--- config.mk ---
export PLATFORM = sky130hd
export DESIGN_NAME = regfile_wb_arbiter
export DESIGN_NICKNAME = d
export VERILOG_FILES = /design/src/rtl/rv32_pkg.sv /design/src/rtl/wb_prio_sel.sv /design/src/rtl/regfile_wb_arbiter.sv
export SDC_FILE = /design/constraint.sdc
export NUM_CORES = 1
export LEC_CHECK = 0
export ABC_AREA = 1
export BUFFER_PORTS_ARGS = -buffer_cell sky130_fd_sc_hd__buf_2
export CAP_MARGIN = 20
export CORE_ASPECT_RATIO = 1.1
export CORE_MARGIN = 1.5
export CORE_UTILIZATION = 30
export CTS_CLUSTER_DIAMETER = 40
export DETAILED_ROUTE_END_ITERATION = 6
export GPL_ROUTABILITY_DRIVEN = 0
export PLACE_DENSITY = 0.7
export SLEW_MARGIN = 20
export SYNTH_ARGS = -nofsm -noshare
export SYNTH_HDL_FRONTEND = slang
export SYNTH_SLANG_ARGS = --single-unit
--- constraint.sdc ---
create_clock -name clk -period 1.6 [get_ports clk]
set_input_delay 0.4 -clock clk [delete_from_list [all_inputs] [get_ports clk]]
set_output_delay 0.4 -clock clk [all_outputs]
set_load 0.1 [all_outputs]
--- src/rtl/rv32_pkg.sv ---
// Shared RV32 core types: register-value/address widths and the writeback request bundle.
package rv32_pkg;
   localparam int XLEN = 32;
   localparam int AW   = 5;

   localparam logic [AW-1:0] REG_ZERO = 5'd0;

   typedef struct packed {
      logic            valid;
      logic [AW-1:0]   addr;
      logic [XLEN-1:0] data;
   } wb_req_t;
endpackage

--- src/rtl/wb_prio_sel.sv ---
// Two-way writeback priority select, combinational (0 cycles): req1 wins by default, req0 wins when forced.
// The loser sees grant=0 and holds its request until it is granted.
module wb_prio_sel (
   input  logic valid0,
   input  logic valid1,
   input  logic force_req0,
   output logic grant0,
   output logic grant1
);
   always_comb begin
      grant1 = valid1 & ~(force_req0 & valid0);
      grant0 = valid0 & ~grant1;
   end
endmodule

--- src/rtl/regfile_wb_arbiter.sv ---
// RegFile write-port arbiter (ALU vs LSU): grant same cycle, registered write 1 cycle later, x0 writes dropped.
// Loser is held off via ready=0; an age counter forces ALU priority. REGFILE_BYPASS_EN adds read forwarding.
module regfile_wb_arbiter
   import rv32_pkg::*;
#(
   parameter int XLEN_P       = XLEN,
   parameter int AW_P         = AW,
   parameter int STARVE_LIMIT = 4
) (
   input  logic              clk,
   input  logic              rst_n,
   input  logic              req0_valid,
   input  logic [AW_P-1:0]   req0_addr,
   input  logic [XLEN_P-1:0] req0_data,
   output logic              req0_ready,
   input  logic              req1_valid,
   input  logic [AW_P-1:0]   req1_addr,
   input  logic [XLEN_P-1:0] req1_data,
   output logic              req1_ready,
   output logic              we,
   output logic [AW_P-1:0]   write_addr,
   output logic [XLEN_P-1:0] din,
`ifdef REGFILE_BYPASS_EN
   input  logic [XLEN_P-1:0] rf_dout0,
   input  logic [XLEN_P-1:0] rf_dout1,
   input  logic [AW_P-1:0]   read_addr0,
   input  logic [AW_P-1:0]   read_addr1,
   output logic [XLEN_P-1:0] rdata0,
   output logic [XLEN_P-1:0] rdata1,
`endif
   output logic [2:0]        starve_cnt
);
   wb_req_t req0, req1, win;
   logic    grant0, grant1, force_req0;

   assign req0 = '{valid: req0_valid, addr: req0_addr, data: req0_data};
   assign req1 = '{valid: req1_valid, addr: req1_addr, data: req1_data};

   assign force_req0 = (starve_cnt == 3'(STARVE_LIMIT));

   wb_prio_sel u_prio_sel (
      .valid0     (req0_valid),
      .valid1     (req1_valid),
      .force_req0 (force_req0),
      .grant0     (grant0),
      .grant1     (grant1)
   );

   // Nothing may be accepted while reset is asserted, otherwise a request would be lost.
   assign req0_ready = grant0 & rst_n;
   assign req1_ready = grant1 & rst_n;

   always_comb begin
      win = '0;
      if (req0_ready)
         win = req0;
      else if (req1_ready)
         win = req1;
   end

   always_ff @(posedge clk) begin
      if (!rst_n) begin
         we         <= 1'b0;
         write_addr <= '0;
         din        <= '0;
         starve_cnt <= 3'd0;
      end else begin
         we <= 1'b0;
         if (win.valid) begin
            we         <= (win.addr != REG_ZERO);
            write_addr <= win.addr;
            din        <= win.data;
         end
         if (req0_ready)
            starve_cnt <= 3'd0;
         else if (req0_valid && !force_req0)
            starve_cnt <= starve_cnt + 3'd1;
      end
   end

`ifdef REGFILE_BYPASS_EN
   assign rdata0 = (we && write_addr == read_addr0 && read_addr0 != REG_ZERO) ? din : rf_dout0;
   assign rdata1 = (we && write_addr == read_addr1 && read_addr1 != REG_ZERO) ? din : rf_dout1;
`endif
endmodule
======== Word level (Yosys, flattened, before mapping) ========
Index checks and enable logic that the tools add are counted.
storage, ports and cells
  flip-flop bits (word level) ............. 41
  input bits .............................. 78
  output and inout bits ................... 43
  logic and storage cells ................. 21
operators by class
  $add $sub $neg .......................... 1
  eq/ne operators ......................... 1
  muxes and demuxes ....................... 2
  bitwise logic cells ..................... 8
  reduce and logical (&&, ||, !) cells .... 5
operators by type and width
  kind                                                            count
  38-bit two-way mux                                              2
  1-bit bitwise AND                                               5
  5-bit nonzero test                                              1
  3-bit by 1-bit adder with 3-bit output (second input constant)  1
  3-bit == test (second input constant)                           1
  1-bit NOT                                                       3
  2-bit AND reduction                                             1
  2-bit OR reduction                                              1
  1-bit logical AND                                               1
  1-bit logical NOT                                               1

======== Longest topological paths before layout ========
  depth in word-level cells ............... 9
  depth in mapped cells ................... 12
  mapped depth without buffers ............ 11

======== Modules after synthesis ========
A second synthesis with hierarchy kept.
unflattened totals
  cells, all modules ...................... 328
  area total of the unflattened synthesis .. 2118.3 um2
modules (own cells, without submodules)
  module              times used  cells an instance  area each (um2)
  regfile_wb_arbiter  1           324                2090.8
  wb_prio_sel         1           4                  27.5

======== Least setup slack after synthesis ========
Ideal clock, no wire load.
  kind .................................... reg-to-output
  start ................................... register starve_cnt[0]
  end ..................................... output req1_ready
  arrival time ............................ 2.001 ns
  data required time ...................... 1.200 ns
  setup slack ............................. -0.801 ns
  stages on the path, launching flop included .. 7
  buffers on the path ..................... 1
  path through ............................ dfxtp_1 -> inv_1 -> ha_1 -> nand3_1 -> nand2_1 -> nor2_2 -> buf_4
between the ends
  cells in the longest elaborated chain, start to end .. 5
RTL lines
  element                   RTL line                  source
  start: declaration        regfile_wb_arbiter.sv:31  output logic [2:0] starve_cnt
  start signal: assignment  regfile_wb_arbiter.sv:77  starve_cnt <= starve_cnt + 3'd1;
  3-bit == test             regfile_wb_arbiter.sv:39  assign force_req0 = (starve_cnt == 3'(STARVE_LIMIT));
  1-bit bitwise AND         wb_prio_sel.sv:11         grant1 = valid1 & ~(force_req0 & valid0);
  1-bit NOT                 wb_prio_sel.sv:11
  1-bit bitwise AND         wb_prio_sel.sv:11
  1-bit bitwise AND         regfile_wb_arbiter.sv:51  assign req1_ready = grant1 & rst_n;
  end: declaration          regfile_wb_arbiter.sv:19  output logic req1_ready,
Every way passes these cells.

======== Worst setup path after layout ========
  start ................................... register starve_cnt[0]
  end ..................................... output req0_ready
between the ends
  cells in the longest elaborated chain, start to end .. 7
RTL lines
  element            RTL line                  source
  3-bit == test      regfile_wb_arbiter.sv:39
  1-bit bitwise AND  wb_prio_sel.sv:11
  1-bit NOT          wb_prio_sel.sv:11
  1-bit bitwise AND  wb_prio_sel.sv:11
  1-bit NOT          wb_prio_sel.sv:12         grant0 = valid0 & ~grant1;
  1-bit bitwise AND  wb_prio_sel.sv:12
  1-bit bitwise AND  regfile_wb_arbiter.sv:50  assign req0_ready = grant0 & rst_n;
  end: declaration   regfile_wb_arbiter.sv:15  output logic req0_ready,
Every way passes these cells.

==> flow_summary.yaml <==
critical_path:
  cpMaxStageDelayCell: "dfxtp_4"
  critPathKind: "flip-flop to output pin"
  end_kind: "output pin"
  rr_worst_depth: 11
  worstPathMaxFanout: 2
  rrSetupSlack_ns: 0.19
  r2r_start: "starve_cnt[0]"
  crit_family: "flip-flops"
  crit_arrival_ns: 1.34
  crit_chain: "inv_4, ha_4, nand2_2, a21oi_2, nand2_1, inv_2, buf_12"
  max_stage_delay_ns: 0.36
  reg2reg_to: "write_addr[4]"
  startpoint_type: "flip-flop"
  crit_required_ns: 1.20
  worstPathBufferInverterCount: 3
synth:
  synth.distinct_cells: 18
  synth_fp_nets: 394
  yosysSeqAreaShare_pct: 41.4
  synth_common_cells: "nand2_1 (156), nand3_1 (43), inv_1 (42)"
  synthArstFlopShare_pct: 0
  syn_area_per_cell_um2: 6.32
  ys_warn_count: 0
  synth_edf_count: 0
  netlist_area_um2: 1980
  synth_ff_type: "dfxtp_1"
  synth_most_common_cell: "nand2_1"
  synth_top_area_cell: "dfxtp_1"
  ys_ff_latch: 41
  synthTopCellsByArea: "dfxtp_1 (41%), nand2_1 (30%), nand3_1 (11%)"
  syn_inst: 314
  synth_top_area_share_pct: 41.4
pwr:
  totalPowerFinal_w: 0.00298
  power.density_nw_per_um2: 1020
  net-switching-power_w: 0.00111
  p_seq_share_pct: 37.5
  clockPowerShare_pct: 30.2
  combPwrFrac_pct: 32.3
  ir_drop_v: 0.000518
  p_int_w: 0.00187
  p_leak_nw: 1.82
  p_sw_share_pct: 37.3
finish:
  fillers: 651
  drive_gt1_share_pct: 36.7
  n_antenna_cell: 0
  fin_nets: 521
  synthToLayoutAreaGrowth_pct: 47.6
routing:
  firstDrtPassIters: 4
  avgViaCountPerCell: 4.16
  initialDrtViolationCount: 56
  via_count: 2170
  drtAntennaViolNets: 0
  drcViolationCount: 0
  wirelength_mm: 5.20
  routedWlPerCell_um: 9.96
run_status:
  violations: "setup timing"
  outcome: "finished, violations left"
worst_hold_path:
  worstHoldStart: "req1_data[30]"
  whs_path_depth: 5
  min_to: "din[30]"
  hp-class: "primary input to flip-flop"
floorplan:
  fp.dieW_um: 80.5
  start_util_pct: 31.7
  core_um2: 6270
  core.rowCount: 30
  dieArea_um2: 7110
  ios: 121
  dieHeight_um: 88.3
timing:
  max_freq_mhz: 575
  period_minus_slack_ns: 1.74
  drv_slew: 0
  setup_slack_ns: -0.139
  slew_headroom_pct: 67.1
  hold_viol: 0
  clock_skew_ns: 0.00806
  tightestPinTransition_ns: 0.497
  timing.final.crit_share_pct: 109
  rsz0062_at_grt: "true"
  setup_violations: 2
  tns_ns: -0.241
flow_run:
  cap_viol_max_count: 0
global_routing:
  antenna_found_initial: 0
  grtUsageTotal_pct: 14.5
  grt_pass1_vias: 1928
  grt_pass1_wl_mm: 8.10
  overflow: 0
  grt_max_degree: 20
placement:
  post-dp-hpwl_mm: 4.09
  portBuffers: 120
clock_tree:
  clk_pin_slew_ns: 0.08
  cts_tree: "built"
  clock_sinks: 41
  h-tree-depth: 2
  cts-root-buf: "clkbuf_8"
  cts_buffer_depth: 2
  numCtsBuffers: 5
  insertion_delay_ns: 0.28
==> flip-flops by register name, summed over array words and instances, names as in the netlist <==
name / count
din: 32
write_addr: 5
starve_cnt: 3
we: 1
==> through the flow <==
stage / area [µm²] / utilization (%) / setup WS (ns) / hold slack, ns / instances
final: 2930 / 46.7 / -0.139 / 0.390 / 522
after global routing: 2930 / 46.7 / -0.219 / 0.396 / 522
after global placement: 2750 / 43.9 / 0.137 / 0.489 / 511
after floorplan: 2050 / - / -0.0867 / 0.591 / 314
after CTS: 2950 / 47.1 / -0.162 / 0.375 / 525
after detailed placement: 2750 / 43.9 / 0.127 / 0.504 / 511
==> repair_timing <==
item	4_1_cts	5_1_grt
setup endpoints to repair	2	9
gates resized for setup	7	3
hold buffers	0	0
pin swaps	8	2
buffers inserted	6	0
==> layout make-up <==
cell class | instances | area (µm²) | share of cell area (%)
flip-flops and latches | 41 | 832 | 28.4
multi-input cells | 213 | 950 | 32.4
inverters | 46 | 178 | 6.07
repair buffers | 134 | 741 | 25.3
clock inverters | 2 | 35.0 | 1.20
well taps | 80 | 100 | 3.42
clock buffers | 6 | 93.8 | 3.20
==> cell usage in the layout, fill, tap and decap left out, types with 3 or more instances in the layout <==
cell        n
clkbuf_8    5
nand3_1    38
buf_2     116
inv_2       4
nor2_1      4
dfxtp_4     3
buf_4      15
nand2_1   154
dfxtp_1    38
inv_1      40
nand3_2     5
==> routing by layer <==
metal | wire (µm) | vias up | part of all wire [%] | global-route usage, %
met5 | 0 | - | 0 | 0
met2 | 2600 | 73 | 50 | 28.4
met4 | 21 | 0 | 0.40 | 4.55
met1 | 2190 | 905 | 42 | 14.7
met3 | 379 | 2 | 7.3 | 3.81
li1 | - | 1190 | - | -
==> how the worst max path moves through the flow <==
stage	from	endpoint	cells past startpoint
global placement	starve_cnt[0]	req0_ready	7
floorplan	starve_cnt[0]	req0_ready	7
finish	starve_cnt[0]	req0_ready	7
CTS	starve_cnt[1]	req0_ready	7
global route	starve_cnt[1]	req0_ready	7
detailed placement	starve_cnt[0]	req0_ready	7
==> logic make-up (layout without fill, tap and decap cells) <==
group,after synthesis,in the layout,share of synthesized area (%)
buffers and inverters,60,188,13.2
AND/OR/NAND/NOR,205,205,41.7
XOR/XNOR,1,1,0.441
AO/OA/AOI/OAI,5,5,2.02
adder cells (fa/ha/maj),2,2,1.26
flip-flops,41,41,41.4
==> power groups by stage <==
stage | clock network [W] | registers (W) | logic [W]
floorplan | 0 | 0.00164 | 0.000245
global placement | 0 | 0.00114 | 0.000953
detailed placement | 0 | 0.00114 | 0.000961
CTS | 0.000950 | 0.00112 | 0.000981
global route | 0.000979 | 0.00113 | 0.00103
finish | 0.000901 | 0.00112 | 0.000963
==> tightest hold or removal path, stage by stage <==
cell	delay, ns
buf_2	0.08
nand2_1	0.04
nand3_1	0.05
nand2_1	0.04
inv_1	0.04
Power figures use the tool's default switching activity.
